**config.mk**
```make
export PLATFORM = sky130hd
export DESIGN_NAME = tile_scheduler
export DESIGN_NICKNAME = d
export VERILOG_FILES = /design/src/rtl/tile_scheduler.sv
export SDC_FILE = /design/constraint.sdc
export NUM_CORES = 1
export LEC_CHECK = 0
export ABC_AREA = 1
export CAP_MARGIN = 20
export CORE_UTILIZATION = 35
export CTS_BUF_LIST = sky130_fd_sc_hd__clkbuf_2
export DETAILED_ROUTE_END_ITERATION = 12
export GPL_TIMING_DRIVEN = 0
export PLACE_DENSITY_LB_ADDON = 0.15
export SLEW_MARGIN = 20
export SYNTH_ARGS = -nofsm -noshare
export SYNTH_HDL_FRONTEND = slang
export SYNTH_SLANG_ARGS = --single-unit
```
**constraint.sdc**
```tcl
create_clock -name i_clk -period 7.5 [get_ports i_clk]
set_input_delay 1.5 -clock i_clk [delete_from_list [all_inputs] [get_ports i_clk]]
set_output_delay 1.5 -clock i_clk [all_outputs]
set_load 0.02 [all_outputs]
```
**src/rtl/tile_scheduler.sv**
```systemverilog
// Multi-tile sequencer for the CNN core: per tile, clear registers, stream host
// weights into the weight SPAD, fire a routing run and wait for core completion.
module tile_scheduler #(
    parameter int               ADDR_WIDTH      = 8,
    parameter int               SRAM_DATA_WIDTH = 64,
    parameter int               TILE_WIDTH      = 4,
    parameter int               CNT_WIDTH       = 16,
    parameter int               TIMEOUT         = 4096,
    parameter logic [1:0]       WEIGHT_SRAM     = 2'd0
) (
    input  logic                       i_clk,
    input  logic                       i_rst,
    input  logic                       i_start,
    input  logic                       i_abort,
    input  logic [TILE_WIDTH-1:0]      i_num_tiles,
    input  logic [ADDR_WIDTH-1:0]      i_w_words,
    input  logic [SRAM_DATA_WIDTH-1:0] i_w_data,
    input  logic                       i_w_valid,
    output logic                       o_w_ready,
    output logic [SRAM_DATA_WIDTH-1:0] o_data_in,
    output logic [ADDR_WIDTH-1:0]      o_write_addr,
    output logic [1:0]                 o_spad_select,
    output logic                       o_write_en,
    output logic                       o_reg_clear,
    output logic                       o_route_en,
    input  logic                       i_core_done,
    input  logic                       i_ofmap_valid,
    output logic                       o_busy,
    output logic [TILE_WIDTH-1:0]      o_tile_idx,
    output logic [CNT_WIDTH-1:0]       o_ofmap_count,
    output logic                       o_done,
    output logic                       o_error
);

    localparam logic [2:0] S_IDLE  = 3'd0;
    localparam logic [2:0] S_CLEAR = 3'd1;
    localparam logic [2:0] S_LOAD  = 3'd2;
    localparam logic [2:0] S_ROUTE = 3'd3;
    localparam logic [2:0] S_WAIT  = 3'd4;
    localparam logic [2:0] S_DONE  = 3'd5;

    localparam int WD_W = $clog2(TIMEOUT + 1);

    logic [2:0]            state, state_nx;
    logic [TILE_WIDTH-1:0] num_tiles_q;
    logic [ADDR_WIDTH-1:0] w_words_q;
    logic [ADDR_WIDTH-1:0] wcnt;
    logic [WD_W-1:0]       wd;
    logic                  hs, last_tile, core_ack, wd_expire, last_word;

    assign o_w_ready     = (state == S_LOAD);
    assign o_busy        = (state != S_IDLE);
    assign o_spad_select = WEIGHT_SRAM;

    assign hs        = i_w_valid && o_w_ready;
    assign last_word = (wcnt == w_words_q - ADDR_WIDTH'(1));
    assign last_tile = (o_tile_idx == num_tiles_q - TILE_WIDTH'(1));
    // wd==0 marks the first WAIT cycle, where a leftover done level is ignored
    assign core_ack  = i_core_done && (wd != '0);
    assign wd_expire = (wd == WD_W'(TIMEOUT - 1));

    always_comb begin
        state_nx = state;
        case (state)
            S_IDLE:  if (i_start) state_nx = (i_num_tiles == '0) ? S_DONE : S_CLEAR;
            S_CLEAR: state_nx = (w_words_q == '0) ? S_ROUTE : S_LOAD;
            S_LOAD:  if (hs && last_word) state_nx = S_ROUTE;
            S_ROUTE: state_nx = S_WAIT;
            S_WAIT: begin
                if (core_ack)       state_nx = last_tile ? S_DONE : S_CLEAR;
                else if (wd_expire) state_nx = S_DONE;
            end
            S_DONE:  state_nx = S_IDLE;
            default: state_nx = S_IDLE;
        endcase
        if (i_abort) state_nx = S_IDLE;
    end

    // Core-side pulses are registered decodes of the current state, so an abort
    // in the same cycle cancels them before they ever leave the block.
    always_ff @(posedge i_clk or posedge i_rst) begin
        if (i_rst) begin
            state        <= S_IDLE;
            o_write_en   <= 1'b0;
            o_reg_clear  <= 1'b0;
            o_route_en   <= 1'b0;
            o_done       <= 1'b0;
            o_write_addr <= '0;
            o_data_in    <= '0;
            wcnt         <= '0;
            wd           <= '0;
        end else begin
            state       <= state_nx;
            o_write_en  <= hs && !i_abort;
            o_reg_clear <= (state == S_CLEAR) && !i_abort;
            o_route_en  <= (state == S_ROUTE) && !i_abort;
            o_done      <= (state == S_DONE) && !i_abort;
            if (hs) begin
                o_write_addr <= wcnt;
                o_data_in    <= i_w_data;
                wcnt         <= wcnt + ADDR_WIDTH'(1);
            end
            if (state == S_CLEAR) wcnt <= '0;
            if (state == S_ROUTE)
                wd <= '0;
            else if (state == S_WAIT && !wd_expire)
                wd <= wd + WD_W'(1);
        end
    end

    // Run bookkeeping; held across an abort so the host can inspect it.
    always_ff @(posedge i_clk or posedge i_rst) begin
        if (i_rst) begin
            num_tiles_q   <= '0;
            w_words_q     <= '0;
            o_tile_idx    <= '0;
            o_ofmap_count <= '0;
            o_error       <= 1'b0;
        end else if (!i_abort) begin
            if (state == S_IDLE && i_start) begin
                num_tiles_q   <= i_num_tiles;
                w_words_q     <= i_w_words;
                o_tile_idx    <= '0;
                o_ofmap_count <= '0;
                o_error       <= 1'b0;
            end
            if (state == S_WAIT && core_ack && !last_tile)
                o_tile_idx <= o_tile_idx + TILE_WIDTH'(1);
            if (state == S_WAIT && !core_ack && wd_expire)
                o_error <= 1'b1;
            if (state != S_IDLE && i_ofmap_valid && o_ofmap_count != '1)
                o_ofmap_count <= o_ofmap_count + CNT_WIDTH'(1);
        end
    end

endmodule

```
### Word-level counts from Yosys, hierarchy flattened

Index checks and enable logic that the tools add are counted.

* logic and storage cells: 86
* output and inout port bits: 101
* register bits: 133
* input bits: 83

* muxes and demuxes: 19
* bitwise logic cells: 1
* equal/unequal tests: 12
* reduce and logical (&&, ||, !) cells: 34
* add/subtract/negate cells: 6

Operators with widths (count)
* 2-to-1 mux 16 bit: 2
* 2-to-1 mux 13 bit: 2
* 2-to-1 mux 3 bit: 7
* adder 16 x 1 -> 16 bit (second input constant): 1
* 2-to-1 mux 8 bit: 2
* != test 16 bit (second input constant): 1
* logical AND 1 bit: 15
* case mux 3 bit (5 select lines): 1
* adder 13 x 1 -> 13 bit (second input constant): 1
* == test 13 x 12 -> 1 bit (second input constant): 1
* nonzero test 13 bit: 1
* nonzero test 2 bit: 5
* adder 8 x 1 -> 8 bit (second input constant): 1
* == test 8 bit: 1
* logical NOT 8 bit: 1
* 2-to-1 mux 4 bit: 2
* AND reduction 2 bit: 4
* subtractor 8 x 1 -> 8 bit (second input constant): 1
* == test 3 x 2 -> 1 bit (second input constant): 2
* == test 3 bit (second input constant): 2
* adder 4 x 1 -> 4 bit (second input constant): 1
* == test 4 bit: 1
* logical NOT 1 bit: 4
* logical NOT 4 bit: 1
* other kinds (10): 12

### Logic depth before layout (Yosys ltp)

* depth in word-level cells: 7
* gate-level depth with buffers: 15
* depth with buffers taken out: 15

### Least setup slack after synthesis

Ideal clock, no wire load.

* kind: input to register
* start point: input i_abort
* end point: register o_ofmap_count[7]
* setup time: 0.092 ns
* stages on the path: 6
* path buffers: 2
* setup slack: 5.091 ns
* data required time: 7.408 ns
* arrival time: 2.317 ns
* path through: buf_2 inv_1 a31oi_4 buf_4 nand2_1 o31ai_2

* cells in the longest elaborated chain, start to end: 2

Ends and longest elaborated chain
* from (decl): RTL line 14 `input logic i_abort,`
* NOT 1 bit (no source line)
* AND reduction 2 bit (no source line)
* to (signal assigned): RTL line 132 `o_ofmap_count <= o_ofmap_count + CNT_WIDTH'(1);`
* to (decl): RTL line 30 `output logic [CNT_WIDTH-1:0] o_ofmap_count,`

No other way between the ends.
A chain may end at the register's enable or synchronous reset.

### Worst setup path in the final report

* start point: register state[2]
* end point: output o_w_ready

* cells in the longest elaborated chain, start to end: 1

Ends and longest elaborated chain
* from (decl): RTL line 44 `logic [2:0] state, state_nx;`
* from (signal assigned): RTL line 93 `state <= state_nx;`
* == test 3 x 2 -> 1 bit: RTL line 51 `assign o_w_ready = (state == S_LOAD);`
* to (decl): RTL line 19 `output logic o_w_ready,`

No other way between the ends.

==> impl_metrics.prom <==
# TYPE chip_impl_metric gauge
chip_impl_info{name="outcome",value="finished, final reports clean"} 1
chip_impl_metric{name="route.detailed.wl_per_inst",unit="microns"} 14.3
chip_impl_metric{name="final_min_period_over_clock_period",unit=""} 0.485
chip_impl_metric{name="worst_slew_margin_rel",unit=""} 0.594
chip_impl_metric{name="post_dp_cell_area",unit="sq um"} 8490
chip_impl_metric{name="overall_die_width",unit="microns"} 137
chip_impl_info{name="highest_count_cells_in_the_layout_ignoring_fill_and_taps",value="nand2_1, clkdlybuf4s50_1, dfrtp_1"} 1
chip_impl_metric{name="grt_antenna_before_repair",unit=""} 1
chip_impl_metric{name="required_time_of_the_critical_path",unit="ns"} 6.00
chip_impl_metric{name="drt_wirelength",unit="microns"} 17400
chip_impl_metric{name="total_power",unit="mW"} 2.73
chip_impl_metric{name="clk_pin_slew_worst_paths",unit="ns"} 0.19
chip_impl_metric{name="rows",unit=""} 48
chip_impl_info{name="cp-end-kind",value="output port"} 1
chip_impl_metric{name="netlist_area",unit="sq um"} 6360
chip_impl_info{name="synth_top_family_by_area",value="simple AND/OR/NAND/NOR gates"} 1
chip_impl_metric{name="crit_buf_inv",unit=""} 2
chip_impl_metric{name="grt_start_max_net_pins",unit=""} 73
chip_impl_metric{name="postSynthAreaPerCell",unit="sq um"} 8.13
chip_impl_metric{name="power_leakage",unit="nW"} 4.11
chip_impl_metric{name="via_count_of_the_first_global_routing_pass",unit=""} 5538
chip_impl_metric{name="post_detail_place_hpwl",unit="microns"} 12900
chip_impl_metric{name="portion_of_netlist_area_occupied_by_mux_cells",unit=""} 0
chip_impl_metric{name="cts.path.max_buffers",unit=""} 2
chip_impl_metric{name="clock_latency",unit="ns"} 0.70
chip_impl_metric{name="grt_util_all_layers",unit=""} 0.199
chip_impl_info{name="cpMaxStageDelayCell",value="clkdlybuf4s50_1"} 1
chip_impl_info{name="unrepaired_setup_endpoints_after_global_routing",value="no"} 1
chip_impl_metric{name="synthesized_area_fraction_occupied_by_ao_oa_aoi_and_oai_cells",unit=""} 0.0710
chip_impl_metric{name="firstDrtPassIters",unit=""} 4
chip_impl_metric{name="cts_hold_repair.buffers",unit=""} 0
chip_impl_metric{name="post_cts.repair.setup_buffers",unit=""} 0
chip_impl_metric{name="cp_data_arrival_time",unit="ns"} 2.14
chip_impl_metric{name="max_cap_violations",unit=""} 0
chip_impl_metric{name="ant_nets",unit=""} 0
chip_impl_metric{name="postLayoutCellArea",unit="sq um"} 8680
chip_impl_metric{name="clock.fmax",unit="MHz"} 275
chip_impl_info{name="layout.cells.most_common",value="nand2_1"} 1
chip_impl_info{name="synthFlopType",value="dfrtp_1"} 1
chip_impl_metric{name="post_route_cells_drive_above_1_share",unit=""} 0.0782
chip_impl_metric{name="synth-seq-cells",unit=""} 133
chip_impl_metric{name="ir_worst_vdd",unit="uV"} 201
chip_impl_metric{name="timing_worst_slew_pin_value",unit="ns"} 0.609
chip_impl_metric{name="die_area",unit="sq um"} 18700
chip_impl_info{name="clock_tree.root_cell",value="clkbuf_2"} 1
chip_impl_metric{name="post_detailed_route_drc_marker_count",unit=""} 0
chip_impl_metric{name="hold_viol",unit=""} 0
chip_impl_metric{name="nets",unit=""} 1075
chip_impl_metric{name="design.portCount",unit=""} 184
chip_impl_metric{name="design.core.area",unit="sq um"} 17500
chip_impl_metric{name="synthArstFlopShare",unit=""} 1.00
chip_impl_metric{name="h_tree_levels",unit=""} 4
chip_impl_metric{name="tns",unit="ns"} 0
chip_impl_metric{name="seq_area_frac_synth",unit=""} 0.523
chip_impl_metric{name="grt_pass1_wl",unit="microns"} 28400
chip_impl_metric{name="synth_simple_gate_area_frac",unit=""} 0.301
chip_impl_metric{name="drtIter0Drc",unit=""} 257
chip_impl_metric{name="worst_path_largest_cell_delay",unit="ns"} 0.61
chip_impl_metric{name="post_synth_fa_ha_maj_area_fraction",unit=""} 0.0157
chip_impl_metric{name="synth_cell_type_count",unit=""} 39
chip_impl_metric{name="setup_violations",unit=""} 0
chip_impl_metric{name="yosys.area_share.xor_xnor",unit=""} 0.0317
chip_impl_info{name="critPathTopFamily",value="buffers and inverters"} 1
chip_impl_metric{name="post_cts_resized",unit=""} 0
chip_impl_metric{name="tritoncts.num_buffers",unit=""} 17
chip_impl_metric{name="die_height",unit="microns"} 137
chip_impl_metric{name="warning_count_from_the_yosys_run",unit=""} 0
chip_impl_metric{name="place_congestion",unit=""} 0.880
chip_impl_metric{name="cp_max_fo",unit=""} 4
chip_impl_metric{name="final_max_slew_viol_count",unit=""} 0
chip_impl_metric{name="synth-edff-count",unit=""} 0
chip_impl_metric{name="num_vias",unit=""} 5647
chip_impl_metric{name="grt-ovfl-total",unit=""} 0
chip_impl_metric{name="synth_cells",unit=""} 782
chip_impl_metric{name="vias_per_cell",unit=""} 4.62
chip_impl_info{name="timing.hold.worst.class",value="reg2reg"} 1
chip_impl_metric{name="syn_to_final_growth",unit="%"} 36.5
chip_impl_metric{name="port_buffers",unit=""} 181
chip_impl_metric{name="clock_sink_count",unit=""} 133
chip_impl_info{name="startpoint_type",value="register"} 1
chip_impl_info{name="cp_cell_instances",value="nor2_2 -> nand2_1 -> inv_1 -> clkdlybuf4s50_1"} 1
chip_impl_metric{name="power_per_cell_area",unit="nW/um^2"} 314
chip_impl_info{name="timing.setup.critical_path_class",value="reg2out"} 1
chip_impl_metric{name="worst_clk_skew",unit="ns"} 0.0434
chip_impl_metric{name="period_needed",unit="ns"} 3.64
chip_impl_metric{name="floorplan.initialDensity",unit=""} 0.363
chip_impl_info{name="tritoncts_clock_tree",value="built"} 1
-- worst min-delay path: cells and delay by family, from the launching register on --
family           cells  cell delay, ns
and+or+nand+nor      2            0.10
DFF                  1            0.38
-- path summary, 6_finish.rpt --
kind / from / endpoint / slack, ns / cells past startpoint
min: o_data_in[15] / o_data_in[15] / 0.50 / 2
max: state[2] / o_w_ready / 3.86 / 4
min in group asynchronous: i_rst / o_data_in[31] / 1.19 / 2
min reg2reg: o_data_in[15] / o_data_in[15] / 0.50 / 2
max in group asynchronous: i_rst / o_route_en / 5.57 / 3
max reg2reg: o_ofmap_count[0] / o_ofmap_count[13] / 5.48 / 8
-- metal layers --
layer  part of all wire  up-vias  global-route usage
met5                  0        -                   0
met4              0.010        0              0.0501
met3               0.10       16              0.0896
met2               0.43      178               0.299
met1               0.45     2584               0.259
li1                   -     2869                   -
-- state kept, by name, indices dropped and copies added, names as in the netlist, 3 cells and up --
name / flops
o_write_addr: 8
o_tile_idx: 4
wcnt: 8
w_words_q: 8
wd: 13
state: 3
o_data_in: 64
o_ofmap_count: 16
num_tiles_q: 4
-- final cells by class --
cell class	count	area (sq um)
Fill cell	1726	8850
Sequential cell	133	3330
Multi-Input combinational cell	562	2670
Timing Repair Buffer	182	1840
Tap cell	225	282
Inverter	64	248
Buffer	24	121
Clock buffer	20	100
Clock inverter	12	88.8
Antenna cell	1	2.50
-- through the flow --
stage	hold slack (ns)	setup WS [ns]	std cells	utilization
3_5_place_dp	0.464	4.25	1190	0.484
2_1_floorplan	0.484	2.45	783	-
3_3_place_gp	0.461	0.269	1189	0.482
6_report	0.504	3.86	1223	0.495
5_1_grt	0.531	3.67	1223	0.495
4_1_cts	0.507	3.76	1222	0.495
-- logic make-up after synthesis --
| logic type | after synthesis |
|---|---|
| AO/OA/AOI/OAI | 69 |
| XOR/XNOR | 23 |
| adder cells (fa/ha/maj) | 8 |
| buffers and inverters | 88 |
| flip-flops | 133 |
| other | 1 |
| AND/OR/NAND/NOR | 460 |
-- Yosys cell counts, types with 2 or more instances --
cell,count,area share
nand2_1,323,0.19
nor3_1,17,0.013
a21oi_1,12,0.0094
inv_1,57,0.034
xnor2_1,5,0.0069
clkbuf_1,7,0.0041
nand4_1,8,0.0079
nor2_2,3,0.0030
nand3b_1,2,0.0024
xor2_1,18,0.025
nand3_1,41,0.032
o31ai_1,4,0.0047
nor3_2,3,0.0047
o21ai_1,2,0.0016
buf_2,10,0.0079
buf_1,3,0.0018
o31ai_2,8,0.016
dfrtp_1,133,0.52
o21ai_0,37,0.029
nor2_4,2,0.0035
nor2_1,52,0.031
nand2_2,2,0.0020
inv_2,7,0.0041
ha_1,8,0.016
nand3_2,2,0.0031
buf_4,3,0.0035
-- power by group --
part	internal, mW	switching, mW
sequential	0.928	0.149
clock	0.117	0.267
combinational	0.539	0.730
No activity file was read; power rests on OpenSTA's default activity.
